===== src/rtl/multicycle_control.sv =====
// Control FSM for a multicycle RV32I core: sequences fetch, execute and memory
// phases, and halts on an illegal instruction or a memory wait timeout.
module multicycle_control #(
  parameter int unsigned TIMEOUT_CYCLES = 16,
  parameter bit          ENABLE_STORE   = 1'b1
) (
  input  logic        clk_i,
  input  logic        reset_i,
  input  logic [31:0] ir_i,
  input  logic        mem_ready_i,
  input  logic        branch_taken_i,
  output logic        pc_we_o,
  output logic        ir_we_o,
  output logic        regfile_we_o,
  output logic        mem_req_o,
  output logic        mem_we_o,
  output logic        mem_addr_sel_o,
  output logic [1:0]  next_pc_sel_o,
  output logic [1:0]  regfile_in_sel_o,
  output logic [3:0]  alu_op_o,
  output logic        alu_in1_sel_o,
  output logic [1:0]  alu_in2_sel_o,
  output logic        halted_o,
  output logic [1:0]  fault_cause_o
);

  localparam int unsigned CntW = $clog2(TIMEOUT_CYCLES);
  localparam logic [CntW-1:0] TermCnt = CntW'(TIMEOUT_CYCLES - 1);

  localparam logic [6:0] OpLui    = 7'b0110111;
  localparam logic [6:0] OpAuipc  = 7'b0010111;
  localparam logic [6:0] OpImm    = 7'b0010011;
  localparam logic [6:0] OpReg    = 7'b0110011;
  localparam logic [6:0] OpJal    = 7'b1101111;
  localparam logic [6:0] OpJalr   = 7'b1100111;
  localparam logic [6:0] OpBranch = 7'b1100011;
  localparam logic [6:0] OpLoad   = 7'b0000011;
  localparam logic [6:0] OpStore  = 7'b0100011;

  localparam logic [3:0] AluAdd  = 4'd0;
  localparam logic [3:0] AluSub  = 4'd1;
  localparam logic [3:0] AluPass = 4'd2;
  localparam logic [3:0] AluAnd  = 4'd3;
  localparam logic [3:0] AluOr   = 4'd4;
  localparam logic [3:0] AluXor  = 4'd5;
  localparam logic [3:0] AluSlt  = 4'd6;
  localparam logic [3:0] AluSltu = 4'd7;
  localparam logic [3:0] AluSll  = 4'd8;
  localparam logic [3:0] AluSrl  = 4'd9;
  localparam logic [3:0] AluSra  = 4'd10;

  typedef enum logic [2:0] {StReset, StFetch, StExec, StMem, StHalt} state_e;

  state_e          state_q, state_d;
  logic [CntW-1:0] cnt_q, cnt_d;
  logic [1:0]      cause_q, cause_d;
  logic            illegal;

  logic [6:0] opcode;
  logic [2:0] funct3;
  logic [6:0] funct7;
  logic       is_store;
  logic       unused_ir;

  assign opcode    = ir_i[6:0];
  assign funct3    = ir_i[14:12];
  assign funct7    = ir_i[31:25];
  assign is_store  = (opcode == OpStore);
  assign unused_ir = ^{ir_i[24:15], ir_i[11:7]};

  // alt selects SUB for funct3 000 and SRA for funct3 101.
  function automatic logic [3:0] alu_of(input logic [2:0] f3, input logic alt);
    logic [3:0] op;
    case (f3)
      3'b000:  op = alt ? AluSub : AluAdd;
      3'b001:  op = AluSll;
      3'b010:  op = AluSlt;
      3'b011:  op = AluSltu;
      3'b100:  op = AluXor;
      3'b101:  op = alt ? AluSra : AluSrl;
      3'b110:  op = AluOr;
      default: op = AluAnd;
    endcase
    return op;
  endfunction

  always_ff @(posedge clk_i) begin
    if (reset_i) begin
      state_q <= StReset;
      cnt_q   <= '0;
      cause_q <= 2'd0;
    end else begin
      state_q <= state_d;
      cnt_q   <= cnt_d;
      cause_q <= cause_d;
    end
  end

  always_comb begin
    state_d          = state_q;
    cnt_d            = '0;
    cause_d          = cause_q;
    illegal          = 1'b0;
    pc_we_o          = 1'b0;
    ir_we_o          = 1'b0;
    regfile_we_o     = 1'b0;
    mem_req_o        = 1'b0;
    mem_we_o         = 1'b0;
    mem_addr_sel_o   = 1'b0;
    next_pc_sel_o    = 2'd0;
    regfile_in_sel_o = 2'd0;
    alu_op_o         = AluAdd;
    alu_in1_sel_o    = 1'b0;
    alu_in2_sel_o    = 2'd0;
    halted_o         = 1'b0;

    unique case (state_q)
      StReset: state_d = StFetch;

      StFetch: begin
        mem_req_o = 1'b1;
        ir_we_o   = mem_ready_i;
        if (mem_ready_i) begin
          state_d = StExec;
        end else if (cnt_q == TermCnt) begin
          state_d = StHalt;
          cause_d = 2'd2;
        end else begin
          cnt_d = cnt_q + CntW'(1);
        end
      end

      StExec: begin
        state_d = StFetch;
        case (opcode)
          OpLui: begin
            alu_op_o      = AluPass;
            alu_in2_sel_o = 2'd2;
            regfile_we_o  = 1'b1;
            pc_we_o       = 1'b1;
          end
          OpAuipc: begin
            alu_in1_sel_o = 1'b1;
            alu_in2_sel_o = 2'd2;
            regfile_we_o  = 1'b1;
            pc_we_o       = 1'b1;
          end
          OpImm: begin
            alu_op_o      = alu_of(funct3, funct7[5] && (funct3 == 3'b101));
            alu_in2_sel_o = 2'd1;
            regfile_we_o  = 1'b1;
            pc_we_o       = 1'b1;
            if (funct3 == 3'b001) illegal = (funct7 != 7'h00);
            if (funct3 == 3'b101) illegal = (funct7 != 7'h00) && (funct7 != 7'h20);
          end
          OpReg: begin
            alu_op_o     = alu_of(funct3, funct7[5]);
            regfile_we_o = 1'b1;
            pc_we_o      = 1'b1;
            illegal      = !((funct7 == 7'h00) ||
                             ((funct7 == 7'h20) && ((funct3 == 3'b000) || (funct3 == 3'b101))));
          end
          OpJal: begin
            alu_in1_sel_o    = 1'b1;
            alu_in2_sel_o    = 2'd3;
            regfile_in_sel_o = 2'd2;
            next_pc_sel_o    = 2'd1;
            regfile_we_o     = 1'b1;
            pc_we_o          = 1'b1;
          end
          OpJalr: begin
            alu_in2_sel_o    = 2'd1;
            regfile_in_sel_o = 2'd2;
            next_pc_sel_o    = 2'd1;
            regfile_we_o     = 1'b1;
            pc_we_o          = 1'b1;
            illegal          = (funct3 != 3'b000);
          end
          OpBranch: begin
            alu_in1_sel_o = 1'b1;
            alu_in2_sel_o = 2'd3;
            next_pc_sel_o = {1'b0, branch_taken_i};
            pc_we_o       = 1'b1;
            illegal       = (funct3[2:1] == 2'b01);
          end
          OpLoad: begin
            alu_in2_sel_o = 2'd1;
            state_d       = StMem;
            illegal       = (funct3 == 3'b011) || (funct3[2:1] == 2'b11);
          end
          OpStore: begin
            alu_in2_sel_o = 2'd3;
            state_d       = StMem;
            illegal       = !ENABLE_STORE || funct3[2] || (funct3 == 3'b011);
          end
          default: illegal = 1'b1;
        endcase
        if (illegal) begin
          pc_we_o          = 1'b0;
          regfile_we_o     = 1'b0;
          next_pc_sel_o    = 2'd0;
          regfile_in_sel_o = 2'd0;
          alu_op_o         = AluAdd;
          alu_in1_sel_o    = 1'b0;
          alu_in2_sel_o    = 2'd0;
          state_d          = StHalt;
          cause_d          = 2'd1;
        end
      end

      StMem: begin
        mem_req_o      = 1'b1;
        mem_addr_sel_o = 1'b1;
        mem_we_o       = is_store;
        // Keep the ALU computing base+offset so the address stays valid.
        alu_in2_sel_o  = is_store ? 2'd3 : 2'd1;
        if (mem_ready_i) begin
          pc_we_o = 1'b1;
          if (!is_store) begin
            regfile_we_o     = 1'b1;
            regfile_in_sel_o = 2'd1;
          end
          state_d = StFetch;
        end else if (cnt_q == TermCnt) begin
          state_d = StHalt;
          cause_d = 2'd2;
        end else begin
          cnt_d = cnt_q + CntW'(1);
        end
      end

      StHalt: halted_o = 1'b1;

      default: state_d = StReset;
    endcase
  end

  assign fault_cause_o = cause_q;

endmodule


===== config.mk =====
export PLATFORM = sky130hd
export DESIGN_NAME = multicycle_control
export DESIGN_NICKNAME = d
export VERILOG_FILES = /design/src/rtl/multicycle_control.sv
export SDC_FILE = /design/constraint.sdc
export NUM_CORES = 1
export LEC_CHECK = 0
export ABC_AREA = 1
export CAP_MARGIN = 20
export CORE_MARGIN = 2
export CORE_UTILIZATION = 37
export DETAILED_ROUTE_END_ITERATION = 16
export GPL_ROUTABILITY_DRIVEN = 0
export PLACE_DENSITY = 0.81
export SLEW_MARGIN = 20
export SYNTH_ARGS = -nofsm -noshare
export SYNTH_HDL_FRONTEND = slang
export SYNTH_SLANG_ARGS = --single-unit

===== constraint.sdc =====
create_clock -name clk_i -period 2.05 [get_ports clk_i]
set_input_delay 0.41 -clock clk_i [delete_from_list [all_inputs] [get_ports clk_i]]
set_output_delay 0.41 -clock clk_i [all_outputs]
set_load 0.03 [all_outputs]

==> results.yml, run 1 <==
worst_setup_path:
  cp_data_arrival_time_ps: 1770
  crit_type: "in -> out"
  end_kind: "output port"
  crit_fanout: 4
  worstSetupStartpointType: "input port"
  max_stage_delay_ps: 260
  cp_top_family: "buffers and inverters"
  critPathRequiredTime_ps: 1640
  path_cells: "buf_8, nand2_4, inv_4, nand2_8, nor2_4, buf_6, buf_4, a21oi_1, inv_2, a21oi_1, nor2_2, buf_6"
  critPathBufInv: 6
  cp_slowest_cell: "a21oi_1"
synth:
  avgSynthCellArea_sq_um: 5.57
  synth_fp_nets: 199
  netlist.area_leader.share_pct: 20.0
  yosysTopAreaCell: "dfxtp_1"
  yosysUniqueCellTypes: 28
  syn_area_sq_um: 902
  yosys_warnings: 0
  synth_seq_cells: 9
  postSynthCellCount: 162
  seq_area_frac_synth_pct: 20.0
  synth.area.top_cells: "dfxtp_1, nand2_1, nor2_1"
power:
  p_per_area_mw_per_mm2: 339
  leakage_uw: 0.000910
  peakVddDrop_mv: 0.420
placement:
  io_buffers: 39
  dpl.hpwl_um: 2380
  place_area_sq_mm: 0.00148
drt:
  drc: 0
  dr.pass1.iters: 4
  via_per_inst: 5.24
  drtAntennaViolNets: 0
  wl_um: 3850
  drt_iter0_drc: 53
  wl_per_cell_um: 14.5
  num_vias: 1394
sta:
  drv_slew: 0
  fin_crit_sh_pct: 106
  hold_viol_final: 0
  setup_viol: 11
  setup_slack_ps: -132
  max_freq_ghz: 0.458
  rsz0062_at_grt: "yes"
  period_minus_slack_ps: 2180
  fin_worst_skew_ps: 7.81
global_route:
  grt_usage_pct: 25.7
  met2_usage_pct: 50.0
  grt_pass1_vias: 1289
  grt_antenna_before_repair: 0
  grt_overflow: 0
  grt_max_degree: 7
  grt_pass1_wl_um: 5360
  met3_usage_pct: 5.08
  grt_util_met1_pct: 28.3
  top_usage_layer: "met2"
layout:
  multi_input_area_sq_um: 801
  fin_util_pct: 80.0
  drive_gt1_share_pct: 50.4
  nNetsFinal: 276
  nFillCells: 150
  regArea_sq_um: 181
  area_delta_synth_final_pct: 100
  antenna_cells: 0
  finalInstanceArea_sq_mm: 0.00180
floorplanning:
  fp.dieH_um: 53.4
  start_util_pct: 40.0
  die_w_um: 53.4
  core_sq_mm: 0.00225
  die_area_sq_mm: 0.00285
  rows: 17
  io_pins: 56
cts:
  cts-root-buf: "clkbuf_4"
  insertion_delay_ps: 270
  holdBufCountCts: 0
  path_clk_slew_ps: 70
  cts_tree: "built"
  clkSinkCount: 9
  cts_buffer_depth: 2
  h-tree-depth: 1
  numCtsBuffers: 3
status:
  violations: "negative setup slack"
  outcome: "finished, violations left"
job:
  drv_cap: 0
worst_hold_path:
  min_path_type: "reg -> reg"
## flip-flops by register name, summed over array words and instances (netlist names)
signal,count
fault_cause_o,2
cnt_q,4
state_q,3
## Yosys cell counts
cell type	count
xor2_1	1
conb_1	1
nand2_4	1
nor3_1	7
a21oi_1	7
o211ai_1	1
nor2_2	4
nand3_1	10
nor2_4	1
nand3_2	1
nand4_1	2
a311oi_1	1
inv_2	1
o21ai_0	4
nand4_4	1
ha_1	1
o21ai_2	1
nand4_2	1
inv_1	31
nor2_1	34
nand2_2	2
a21oi_2	1
o22ai_1	1
or2_2	1
nand2_1	35
buf_4	1
a211oi_1	1
dfxtp_1	9
## logic make-up after synthesis
family                     Yosys count  synth area share, %
and+or+nand+nor                    100                 51.7
adders and majority gates            1                 1.39
AOI/OAI and AO/OA                   17                 11.4
other                                1                0.416
DFF                                  9                 20.0
xor gates and xnor gates             1                0.971
buffers and inverters               33                 14.1
## worst min-delay path: cells and delay by family, from the launching register on
kind | cells | cell delay [ps]
DFF | 1 | 310
buffers and inverters | 1 | 50
AOI/OAI and AO/OA | 1 | 50
## report_power, final
group,internal (uW),switching (uW),leakage [uW]
logic,118,153,0.000821
clock network,75.2,66.5,0.0000150
registers,188,11.1,0.0000737
## per-stage QoR
| step | total power [uW] | hold slack [ps] | cells | worst slack, ps | setup TNS [ps] |
|---|---|---|---|---|---|
| final | 612 | 449 | 266 | -132 | -701 |
| after global routing | 647 | 466 | 266 | -224 | -1640 |
| after CTS | 581 | 452 | 265 | -81.3 | -310 |
| after detailed placement | 430 | 442 | 252 | -508 | -5240 |
| after global placement | 423 | 427 | 252 | -441 | -4330 |
| after floorplan | 317 | 418 | 162 | -174 | -408 |
## cell type report
cell class	count	area share, %
flip-flops and latches	9	10.1
clock buffers	4	1.46
multi-input cells	120	44.4
well taps	28	1.94
inverters	32	7.07
repair buffers	73	35.1
## metal layers
layer  up-vias  wire, um
met5         -         0
met4         0       105
li1        665         -
met2        74      2050
met3        11       291
met1       644      1400
## final timing paths
path                                        from          endpoint  slack [ps]  cells past startpoint
worst max-delay path                     ir_i[1]     alu_in1_sel_o        -130                     12
worst min-delay path            fault_cause_o[0]  fault_cause_o[0]         450                      2
worst max register to register        state_q[2]  fault_cause_o[1]         510                      8
worst min register to register  fault_cause_o[0]  fault_cause_o[0]         450                      2
## layout by cell type, fill, tap and decap left out, types with 2 or more instances in the layout
cell type         n
nor2_2            8
nand2_4           4
dlymetal6s2s_1    3
nand3_2           3
inv_1            22
nor3_1            5
o21ai_1           2
nor2_4           10
nand3_4           2
a21oi_1           6
nand4_4           2
nand3_1           6
o21ai_0           2
inv_4             3
nand2_2           4
buf_4            39
inv_2             7
dfxtp_1           8
nand4_1           2
nand2_1          29
buf_6            18
clkdlybuf4s50_1   5
nor2_1           21
buf_2             6
clkbuf_4          3
## repair_timing
| item | CTS | global route |
|---|---|---|
| cloned | 0 | 0 |
| hold endpoints to repair | 0 | 0 |
| setup buffers | 9 | 1 |
| pin swaps | 27 | 23 |
| endpoints found under the setup margin | 12 | 15 |
| gates resized for setup | 101 | 45 |
Note: power is estimated with default switching activity, not from simulation.
==> inputs of run 2 (changes only) <==
CORE_ASPECT_RATIO = 1.5   (was not set)
GPL_TIMING_DRIVEN = 0   (was not set)
TNS_END_PERCENT = 50   (was not set)
==> run 2 against run 1 <==
  * The run still ends with negative setup slack left
  * Core utilization shrank 9.9 points
  * Total power shrank 8.0%
  * Highest routed layer unchanged
  * Critical path depth grew 1
  * Non-clock buffer count shrank 18
==> results.yml, run 2 (synthesized netlist as in run 1, its figures left out) <==
status:
  outcome: "finished, violations left"
  violations: "negative setup slack"
floorplanning:
  start_util_pct: 39.9
  fp.dieH_um: 64.5
  core_sq_mm: 0.00226
  die_w_um: 44.3
  io_pins: 56
  die_area_sq_mm: 0.00286
  rows: 21
sta:
  holdWs_ps: 447
  setup_viol: 8
  max_freq_ghz: 0.475
  fin_worst_skew_ps: 1.71
  setup_slack_ps: -53.5
  period_minus_slack_ps: 2100
  fin_crit_sh_pct: 103
  rsz0062_at_grt: "yes"
  final.setup.tns_ps: -241
  drv_slew: 0
  hold_viol_final: 0
power:
  peakVddDrop_mv: 0.363
  p_per_area_mw_per_mm2: 355
  switching_share_pct: 37.2
  p_int_uw: 354
  pwr-share-clk_pct: 23.2
  p_sw_uw: 210
  leakage_uw: 0.000793
  combPwrFrac_pct: 41.4
  power_frac_seq_pct: 35.4
cts:
  cts-root-buf: "clkbuf_4"
  clkSinkCount: 9
  cts_tree: "built"
  path_clk_slew_ps: 50
  cts_buffer_depth: 2
  holdBufCountCts: 0
  numCtsBuffers: 3
  h-tree-depth: 1
  insertion_delay_ps: 250
layout:
  nNetsFinal: 259
  antenna_cells: 0
  layout_common_cells: "nand2_1, buf_4, inv_1"
  largest_register_ff_count: 4
  regMostFlops: "cnt_q"
  final_common_cell: "nand2_1"
  drive_gt1_share_pct: 47.5
  area_delta_synth_final_pct: 75.7
  stdcell_count: 244
global_route:
  grt_overflow: 0
  grt_usage_pct: 21.2
  grt_max_degree: 7
  grt_antenna_before_repair: 0
  grt_pass1_wl_um: 4670
  grt_pass1_vias: 1217
worst_setup_path:
  crit_type: "in -> out"
  end_kind: "output port"
  crit_fanout: 4
  worstSetupStartpointType: "input port"
  critPathRequiredTime_ps: 1640
  cp_data_arrival_time_ps: 1690
drt:
  drc: 0
  wl_um: 3050
  via_per_inst: 5.03
  drtAntennaViolNets: 0
  dr.pass1.iters: 4
  wl_per_cell_um: 12.5
  drt_iter0_drc: 19
  num_vias: 1228
job:
  drv_cap: 0
placement:
  dpl.hpwl_um: 2090
  io_buffers: 39
  placedCellCount: 224
worst_hold_path:
  min_path_type: "reg -> reg"
## run 2: layer usage
metal  wire length, um  vias up  global-route usage [%]
li1                  -      627                       -
met1              1050      550                    20.6
met2              1730       42                    41.2
met3               163        9                    2.23
met4               106        0                    11.0
met5                 0        -                       0
## run 2: power groups by stage
stage,clock [uW],sequential (uW),combinational [uW]
2_1_floorplan,0,206,110
3_3_place_gp,0,201,202
3_5_place_dp,0,202,206
4_1_cts,140,199,212
5_1_grt,147,201,254
6_report,131,199,233
## run 2: repair_timing
action | 4_1_cts | 5_1_grt
gates resized for setup | 169 | 45
buffers inserted | 12 | 3
gates cloned | 1 | 0
setup endpoints to repair | 16 | 14
pin swaps | 21 | 12
## run 2: cell type report
class	count	area, sq um
Inverter	32	128
Clock buffer	4	26.3
Timing Repair Buffer	54	427
Multi-Input combinational cell	121	788
Buffer	1	7.51
Fill cell	196	674
Sequential cell	9	180
Tap cell	23	28.8
## run 2: critical path, cell delays in order
cell	delay (ps)
buf_8	100
nand2_4	60
inv_2	40
nand2_4	110
nor2_4	50
nand2_1	60
nand2_1	100
nor2_4	160
nand4_4	150
inv_4	110
nand2_4	80
o21ai_2	130
buf_6	140
## run 2: path summary, 6_finish.rpt
kind	endpoint	start	slack (ps)	cells past startpoint
worst max-delay path	alu_op_o[1]	ir_i[0]	-50	13
worst min register to register	cnt_q[0]	cnt_q[0]	450	1
worst min-delay path	cnt_q[0]	cnt_q[0]	450	1
worst max register to register	fault_cause_o[1]	state_q[1]	620	7
## run 2: stage by stage
step                power, uW  area, sq um  worst slack [ps]  util (%)
floorplan                 316          910              -174         -
global placement          403         1330             -1080      58.8
detailed placement        408         1330             -1110      58.8
CTS                       551         1440              -117      63.9
global route              602         1590              -123      70.2
finish                    563         1590             -53.5      70.2
